==> src/rtl/vga_sync_decoder.sv <==
// Receive-side VGA timing recovery: rebuilds x/y from incoming h_sync/v_sync,
// opens a frame_active window once timing is locked, and counts violations.
module vga_sync_decoder #(
  parameter int H_VISIBLE       = 640,
  parameter int H_FRONT         = 16,
  parameter int H_SYNC          = 96,
  parameter int H_BACK          = 48,
  parameter int V_VISIBLE       = 480,
  parameter int V_FRONT         = 10,
  parameter int V_SYNC          = 2,
  parameter int V_BACK          = 33,
  parameter bit SYNC_ACTIVE_LOW = 1'b1
) (
  input  logic       clk,
  input  logic       rst_n,
  input  logic       h_sync,
  input  logic       v_sync,
  output logic [9:0] x,
  output logic [9:0] y,
  output logic       frame_active,
  output logic       locked,
  output logic       frame_start,
  output logic [7:0] err_count
);

  localparam int H_TOTAL = H_VISIBLE + H_FRONT + H_SYNC + H_BACK;
  localparam int H_SS    = H_VISIBLE + H_FRONT;
  localparam int V_TOTAL = V_VISIBLE + V_FRONT + V_SYNC + V_BACK;
  localparam int V_SS    = V_VISIBLE + V_FRONT;

  localparam logic [9:0]  HC_LAST  = 10'(H_TOTAL - 1);
  localparam logic [9:0]  VC_LAST  = 10'(V_TOTAL - 1);
  localparam logic [9:0]  HC_SS    = 10'(H_SS);
  localparam logic [9:0]  HC_ALIGN = 10'(H_SS + 1);
  localparam logic [9:0]  VC_SS    = 10'(V_SS);
  localparam logic [9:0]  HC_VIS   = 10'(H_VISIBLE);
  localparam logic [9:0]  VC_VIS   = 10'(V_VISIBLE);
  localparam logic [10:0] WD_LIMIT = 11'(2 * H_TOTAL);

  typedef enum logic [1:0] {
    S_SEARCH = 2'd0,
    S_TRACK  = 2'd1,
    S_LOCKED = 2'd2
  } state_t;

  logic        r_hs_prev, r_vs_prev;
  logic [9:0]  r_hcnt, r_vcnt;
  logic [10:0] r_wd;
  logic        r_line_err;
  state_t      r_state;
  logic        r_locked;
  logic [7:0]  r_err;

  logic       w_hs_asrt, w_vs_asrt, w_hs_edge, w_vs_edge;
  logic       w_hwrap, w_vwrap;
  logic [9:0] w_hn, w_vn, w_hcnt_nxt, w_vcnt_nxt;
  logic       w_h_good, w_v_good, w_bad_h, w_bad_v, w_wd_exp;
  logic [7:0] w_err_inc;

  // Normalise polarity so everything below works on "asserted" levels.
  assign w_hs_asrt = SYNC_ACTIVE_LOW ? ~h_sync : h_sync;
  assign w_vs_asrt = SYNC_ACTIVE_LOW ? ~v_sync : v_sync;
  assign w_hs_edge = w_hs_asrt & ~r_hs_prev;
  assign w_vs_edge = w_vs_asrt & ~r_vs_prev;

  // Free-running next values of the raster counters.
  assign w_hwrap = (r_hcnt == HC_LAST);
  assign w_vwrap = (r_vcnt == VC_LAST);
  assign w_hn    = w_hwrap ? 10'd0 : r_hcnt + 10'd1;
  assign w_vn    = w_hwrap ? (w_vwrap ? 10'd0 : r_vcnt + 10'd1) : r_vcnt;

  // A sync edge realigns its counter; v edge beats the h wrap on a tie.
  assign w_hcnt_nxt = w_hs_edge ? HC_ALIGN : w_hn;
  assign w_vcnt_nxt = w_vs_edge ? VC_SS    : w_vn;

  // The h edge is on time when the count sitting at the edge cycle is H_SS,
  // i.e. the free-running next value already equals the realign target.
  assign w_h_good = (r_hcnt == HC_SS);
  assign w_v_good = (w_vn == VC_SS);
  assign w_bad_h  = w_hs_edge & ~w_h_good;
  assign w_bad_v  = w_vs_edge & ~w_v_good;
  assign w_wd_exp = (r_wd == WD_LIMIT);

  assign w_err_inc = (r_err == 8'hFF) ? r_err : r_err + 8'd1;

  assign x            = r_hcnt;
  assign y            = r_vcnt;
  assign locked       = r_locked;
  assign err_count    = r_err;
  assign frame_active = r_locked && (r_hcnt < HC_VIS) && (r_vcnt < VC_VIS);
  assign frame_start  = r_locked && (r_hcnt == 10'd0) && (r_vcnt == 10'd0);

  // Previous-cycle sync samples for edge detection.
  always_ff @(posedge clk or negedge rst_n) begin
    if (!rst_n) begin
      r_hs_prev <= 1'b0;
      r_vs_prev <= 1'b0;
    end else begin
      r_hs_prev <= w_hs_asrt;
      r_vs_prev <= w_vs_asrt;
    end
  end

  // Raster counters, realigned by the sync edges.
  always_ff @(posedge clk or negedge rst_n) begin
    if (!rst_n) begin
      r_hcnt <= 10'd0;
      r_vcnt <= 10'd0;
    end else begin
      r_hcnt <= w_hcnt_nxt;
      r_vcnt <= w_vcnt_nxt;
    end
  end

  // Missing-hsync watchdog; parks at the limit so expiry stays asserted.
  always_ff @(posedge clk or negedge rst_n) begin
    if (!rst_n)          r_wd <= 11'd0;
    else if (w_hs_edge)  r_wd <= 11'd0;
    else if (!w_wd_exp)  r_wd <= r_wd + 11'd1;
  end

  // Remembers a mistimed line within the current frame; a bad edge wins a tie.
  always_ff @(posedge clk or negedge rst_n) begin
    if (!rst_n)         r_line_err <= 1'b0;
    else if (w_bad_h)   r_line_err <= 1'b1;
    else if (w_vs_edge) r_line_err <= 1'b0;
  end

  // Lock FSM with registered lock flag and saturating violation counter.
  always_ff @(posedge clk or negedge rst_n) begin
    if (!rst_n) begin
      r_state  <= S_SEARCH;
      r_locked <= 1'b0;
      r_err    <= 8'd0;
    end else if (w_wd_exp) begin
      r_state  <= S_SEARCH;
      r_locked <= 1'b0;
      if (r_state != S_SEARCH) r_err <= w_err_inc;
    end else begin
      case (r_state)
        S_SEARCH: begin
          if (w_vs_edge) r_state <= S_TRACK;
        end
        S_TRACK: begin
          if (w_bad_h || w_bad_v) r_err <= w_err_inc;
          if (w_vs_edge && w_v_good && !r_line_err && !w_bad_h) begin
            r_state  <= S_LOCKED;
            r_locked <= 1'b1;
          end
        end
        S_LOCKED: begin
          if (w_bad_h || w_bad_v) begin
            r_state  <= S_TRACK;
            r_locked <= 1'b0;
            r_err    <= w_err_inc;
          end
        end
        default: begin
          r_state  <= S_SEARCH;
          r_locked <= 1'b0;
        end
      endcase
    end
  end

endmodule

==> config.mk <==
export PLATFORM = sky130hd
export DESIGN_NAME = vga_sync_decoder
export DESIGN_NICKNAME = d
export VERILOG_FILES = /design/src/rtl/vga_sync_decoder.sv
export SDC_FILE = /design/constraint.sdc
export NUM_CORES = 1
export LEC_CHECK = 0
export CORE_MARGIN = 2
export CORE_UTILIZATION = 50
export CTS_BUF_LIST = sky130_fd_sc_hd__clkbuf_16
export CTS_CLUSTER_DIAMETER = 100
export DETAILED_ROUTE_END_ITERATION = 8
export PLACE_DENSITY = 0.78
export SYNTH_ARGS = -nofsm -noshare
export SYNTH_HDL_FRONTEND = slang
export SYNTH_SLANG_ARGS = --single-unit
==> constraint.sdc <==
create_clock -name clk -period 9.4 [get_ports clk]
set_input_delay 1.88 -clock clk [delete_from_list [all_inputs] [get_ports clk]]
set_output_delay 1.88 -clock clk [all_outputs]
set_load 0.03 [all_outputs]
Word-level counts from Yosys, hierarchy flattened
Cells that the tools add are included.
- add/subtract/negate cells: 4
- $lt $le $gt $ge: 2
- equality and inequality tests: 14
- muxes and demuxes: 23
- bitwise operators: 10
- reductions and logical operators: 21
- operators by type and width (operator ; number):
    $mux W10 ; 5
    $mux W8 ; 5
    $eq A10 B10 Y1 const B ; 3
    $mux W11 ; 2
    $add A10 B1 Y10 const B ; 2
    $logic_not A10 Y1 ; 2
    $add A11 B1 Y11 const B ; 1
    $eq A11 B11 Y1 const B ; 1
    $eq A10 B9 Y1 const B ; 1
    $lt A10 B10 Y1 const B ; 1
    $lt A10 B9 Y1 const B ; 1
    $ne A3 B3 Y1 const B ; 3
    $reduce_and A3 Y1 ; 3
    $add A8 B1 Y8 const B ; 1
    $eq A8 B8 Y1 const B ; 1
    $mux W2 ; 4
    $reduce_bool A2 Y1 ; 4
    $logic_and A1 B1 Y1 ; 7
    $not A1 Y1 ; 6
    $pmux W2 S3 ; 1
    $mux W1 ; 5
    $and A1 B1 Y1 ; 4
    $ne A2 B2 Y1 const B ; 2
    $pmux W1 S3 ; 1
    7 further kinds ; 8
- register bits after elaboration: 45
- output and inout port bits: 31
- logic and storage cells: 83

Depth between registers and ports, before layout
- depth after elaboration: 10
- gate-level depth with buffers: 9
- depth with buffers taken out: 9

Worst setup path after synthesis
Ideal clock, no wire load.
- path type: reg2out
- start point: reg r_vcnt[0], in the netlist y[0]
- end point: out frame_start
- arrival: 2212 ps
- required time: 7520 ps
- path slack: 5308 ps
- cell stages (with the launch flop): 5
- path buffers: 0
- cells stage by stage: dfrtp_1 -> inv_1 -> ha_1 -> or4b_4 -> nor4_1
- longest elaborated chain between the ends: 2
- RTL lines (what ; line ; RTL):
    start: declaration ; 47 ; logic [9:0] r_hcnt, r_vcnt;
    start signal: assignment ; 111 ; r_vcnt <= w_vcnt_nxt;
    $logic_not A10 Y1 ; 91 ; assign frame_start = r_locked && (r_hcnt == 10'd0) && (r_vcnt == 10'd0);
    $logic_and A1 B1 Y1 ; 91 ;
    end: declaration ; 22 ; output logic frame_start,
No other way between the ends.

Final worst setup path
Same ends and word-level chain as after synthesis.

==> impl_metrics.toml <==
[routing]
ant_nets = 0
wl_um = 5620
via_count = 2212
first_pass_iters = 4
viasPerCell = 5.76
drc = 0
wl_per_cell_um = 14.6
drtIter0Drc = 134

[grt]
met2_usage_pct = 33.6
grt_use_met3_pct = 4.35
top_usage_layer = "met2"
grt_pass1_vias = 2137
grt_max_degree = 46
overflow = 0
antenna_found_initial = 0
gr-usage-met1_pct = 27.3
grt_pass1_wl_um = 9960
groute.usage.overall_pct = 20.5

[timing]
period_minus_slack_ps = 4410
slew-limit-headroom_pct = 33.9
hold_slack_ps = 504
hold_viol_final = 0
slew_violations = 0
rsz0062_at_grt = "no"
final.setup.worst_slack_ps = 4990
clock.fmax_ghz = 0.227
worst_pin_slew_ps = 987
fin_crit_sh_pct = 46.9
fin_skew_ps = 5.81
setup_tns_ps = 0
final-setup-viol-count = 0

[logic_synthesis]
post_synth.cell_area_avg_um2 = 9.43
ys_top_cells_by_area = "dfrtp_1 (42%), ha_1 (5.2%), xor2_1 (4.6%), nand2_1 (3.4%), nand3_1 (3.2%)"
ys.flop_type = "dfrtp_1"
ys_top_cells_by_count = "dfrtp_1 (45), nand2_1 (24), nor2_1 (20)"
synth_seq_cells = 45
ys_seq_area_share_pct = 42.2
synth_top_area_share_pct = 42.2
syn_area_um2 = 2670
ys_types = 50
yosysTopAreaCell = "dfrtp_1"
syn_inst = 283
syn-num-nets = 298
async_flop_share_pct = 100
synthMostInstantiatedCell = "dfrtp_1"
yosys_warnings = 0
synth_edf_count = 0

[floorplan]
die-area_um2 = 5940
chipWidth_um = 77.1
die_height_um = 77.1
num_rows = 26
num_io_pins = 35
initial_core_util_pct = 51.9
core_um2 = 5140

[clock_network]
cts_buffers = 5
clk_pin_slew_ps = 60
cts.htree.levels = 2
cts_tree = "yes"
cts_setup_buffers = 0
cts_max_path_buffers = 2
cts-resized-gates = 0
clock_latency_ps = 290
clkSinkCount = 45
hold_buffers = 0
cts-root-buf = "clkbuf_16"

[placement]
gp_congestion = 0.828
dp_slack_ps = 5170
hpwl_um = 3870
portBuffers = 34

[setup_path]
path_max_fanout = 9
worstPathRequired_ps = 7520
arrival_ps = 2530
critPathKind = "register to output pin"
worst-path-buf-inv = 2
cpMaxStageDelayCell = "clkdlybuf4s50_1"
crit_path_start_kind = "register"
cp-end-kind = "output pin"
critPathTopFamily = "buffers and inverters"
cp_cell_sequence = "inv_1 -> ha_1 -> or4b_4 -> nor4_1 -> clkdlybuf4s50_1"
critPathMaxStageDelay_ps = 750
reg2reg_slack_ps = 6270

[pwr]
ir_worst_vdd_mv = 0.168
combinationalPowerShare_pct = 28.0
power_switching_mw = 0.221
sw_frac_of_total_pct = 32.5
leakage_nw = 1.34
internal_power_mw = 0.459
p_clk_share_pct = 33.0
power_density_nw_per_um2 = 210
seqPwrFrac_pct = 39.0

[finish]
register_area_um2 = 1130
syn_to_final_growth_pct = 21.1
nets = 328
num_antenna_cells = 0
multiInputGateArea_um2 = 1440
drive_above_1_share_pct = 7.32
nFillCells = 452

[run]
maxCapViolCount = 0

[worst_hold_path]
hold_path.class = "register to register"

[status]
status = "complete, no violations"
worst paths after layout:
kind	startpoint	end	cells after the start
max reg2reg	y[0]$_DFF_PN0_	err_count[7]$_DFFE_PN0P_	9
max in group asynchronous	rst_n	r_vs_prev$_DFF_PN0_	1
max	y[0]$_DFF_PN0_	frame_start	5
min reg2reg	r_line_err$_DFFE_PN0P_	r_line_err$_DFFE_PN0P_	1
min in group asynchronous	rst_n	x[5]$_DFF_PN0_	1
min	r_line_err$_DFFE_PN0P_	r_line_err$_DFFE_PN0P_	1
stage by stage:
step	cells	power, mW	cell area, µm²	util, %
3_3_place_gp	376	0.451	3040	59.2
4_1_cts	384	0.686	3230	62.9
5_1_grt	384	0.720	3230	62.9
6_report	384	0.680	3230	62.9
2_1_floorplan	283	0.387	2670	-
3_5_place_dp	376	0.456	3040	59.2
layout by cell type, fill, tap and decap left out, drive strengths merged, types with 9 or more instances in the layout:
cell type,count
nor4,9
nor2,20
o21ai,18
inv,15
xor2,14
nand2,24
a21oi,14
and3,10
clkdlybuf4s50,33
nand3,17
ha,11
dfrtp,45
power by group through the flow:
stage          clock (mW)  combinational, mW  sequential [mW]
3_5_place_dp            0              0.190            0.267
6_report            0.224              0.190            0.265
2_1_floorplan           0             0.0966            0.291
4_1_cts             0.229              0.192            0.265
5_1_grt             0.237              0.211            0.272
3_3_place_gp            0              0.184            0.267
routing by layer:
layer / up-vias / routed length, µm / share of wire (%)
met5: - / 0 / 0
met4: 0 / 75 / 1.3
met3: 11 / 265 / 4.7
met2: 63 / 2660 / 47
met1: 1057 / 2620 / 47
li1: 1081 / - / -
registers in the layout, indices dropped and copies added, names as in the netlist:
| signal | flops |
|---|---|
| err_count | 8 |
| locked | 1 |
| r_hs_prev | 1 |
| r_line_err | 1 |
| r_state | 2 |
| r_vs_prev | 1 |
| r_wd | 11 |
| x | 10 |
| y | 10 |
cells by family (layout without fill, tap and decap cells):
group	Yosys count	after routing	synth area share, %
flops	45	45	42.2
mux	8	8	3.28
xor+xnor	17	17	5.58
buf+inv	26	57	3.98
simple gates	125	125	26.3
fa+ha+maj	11	11	5.16
compound gates	51	51	13.5
area by class of cell:
| cell class | count | share of cell area (%) |
|---|---|---|
| multi-input combinational | 212 | 44.4 |
| sequential | 45 | 34.8 |
| timing repair buffer | 34 | 10.4 |
| clock buffer | 5 | 3.87 |
| tap | 70 | 2.71 |
| clock inverter | 3 | 2.01 |
| inverter | 15 | 1.74 |
Note: power is estimated with default switching activity, not from simulation.
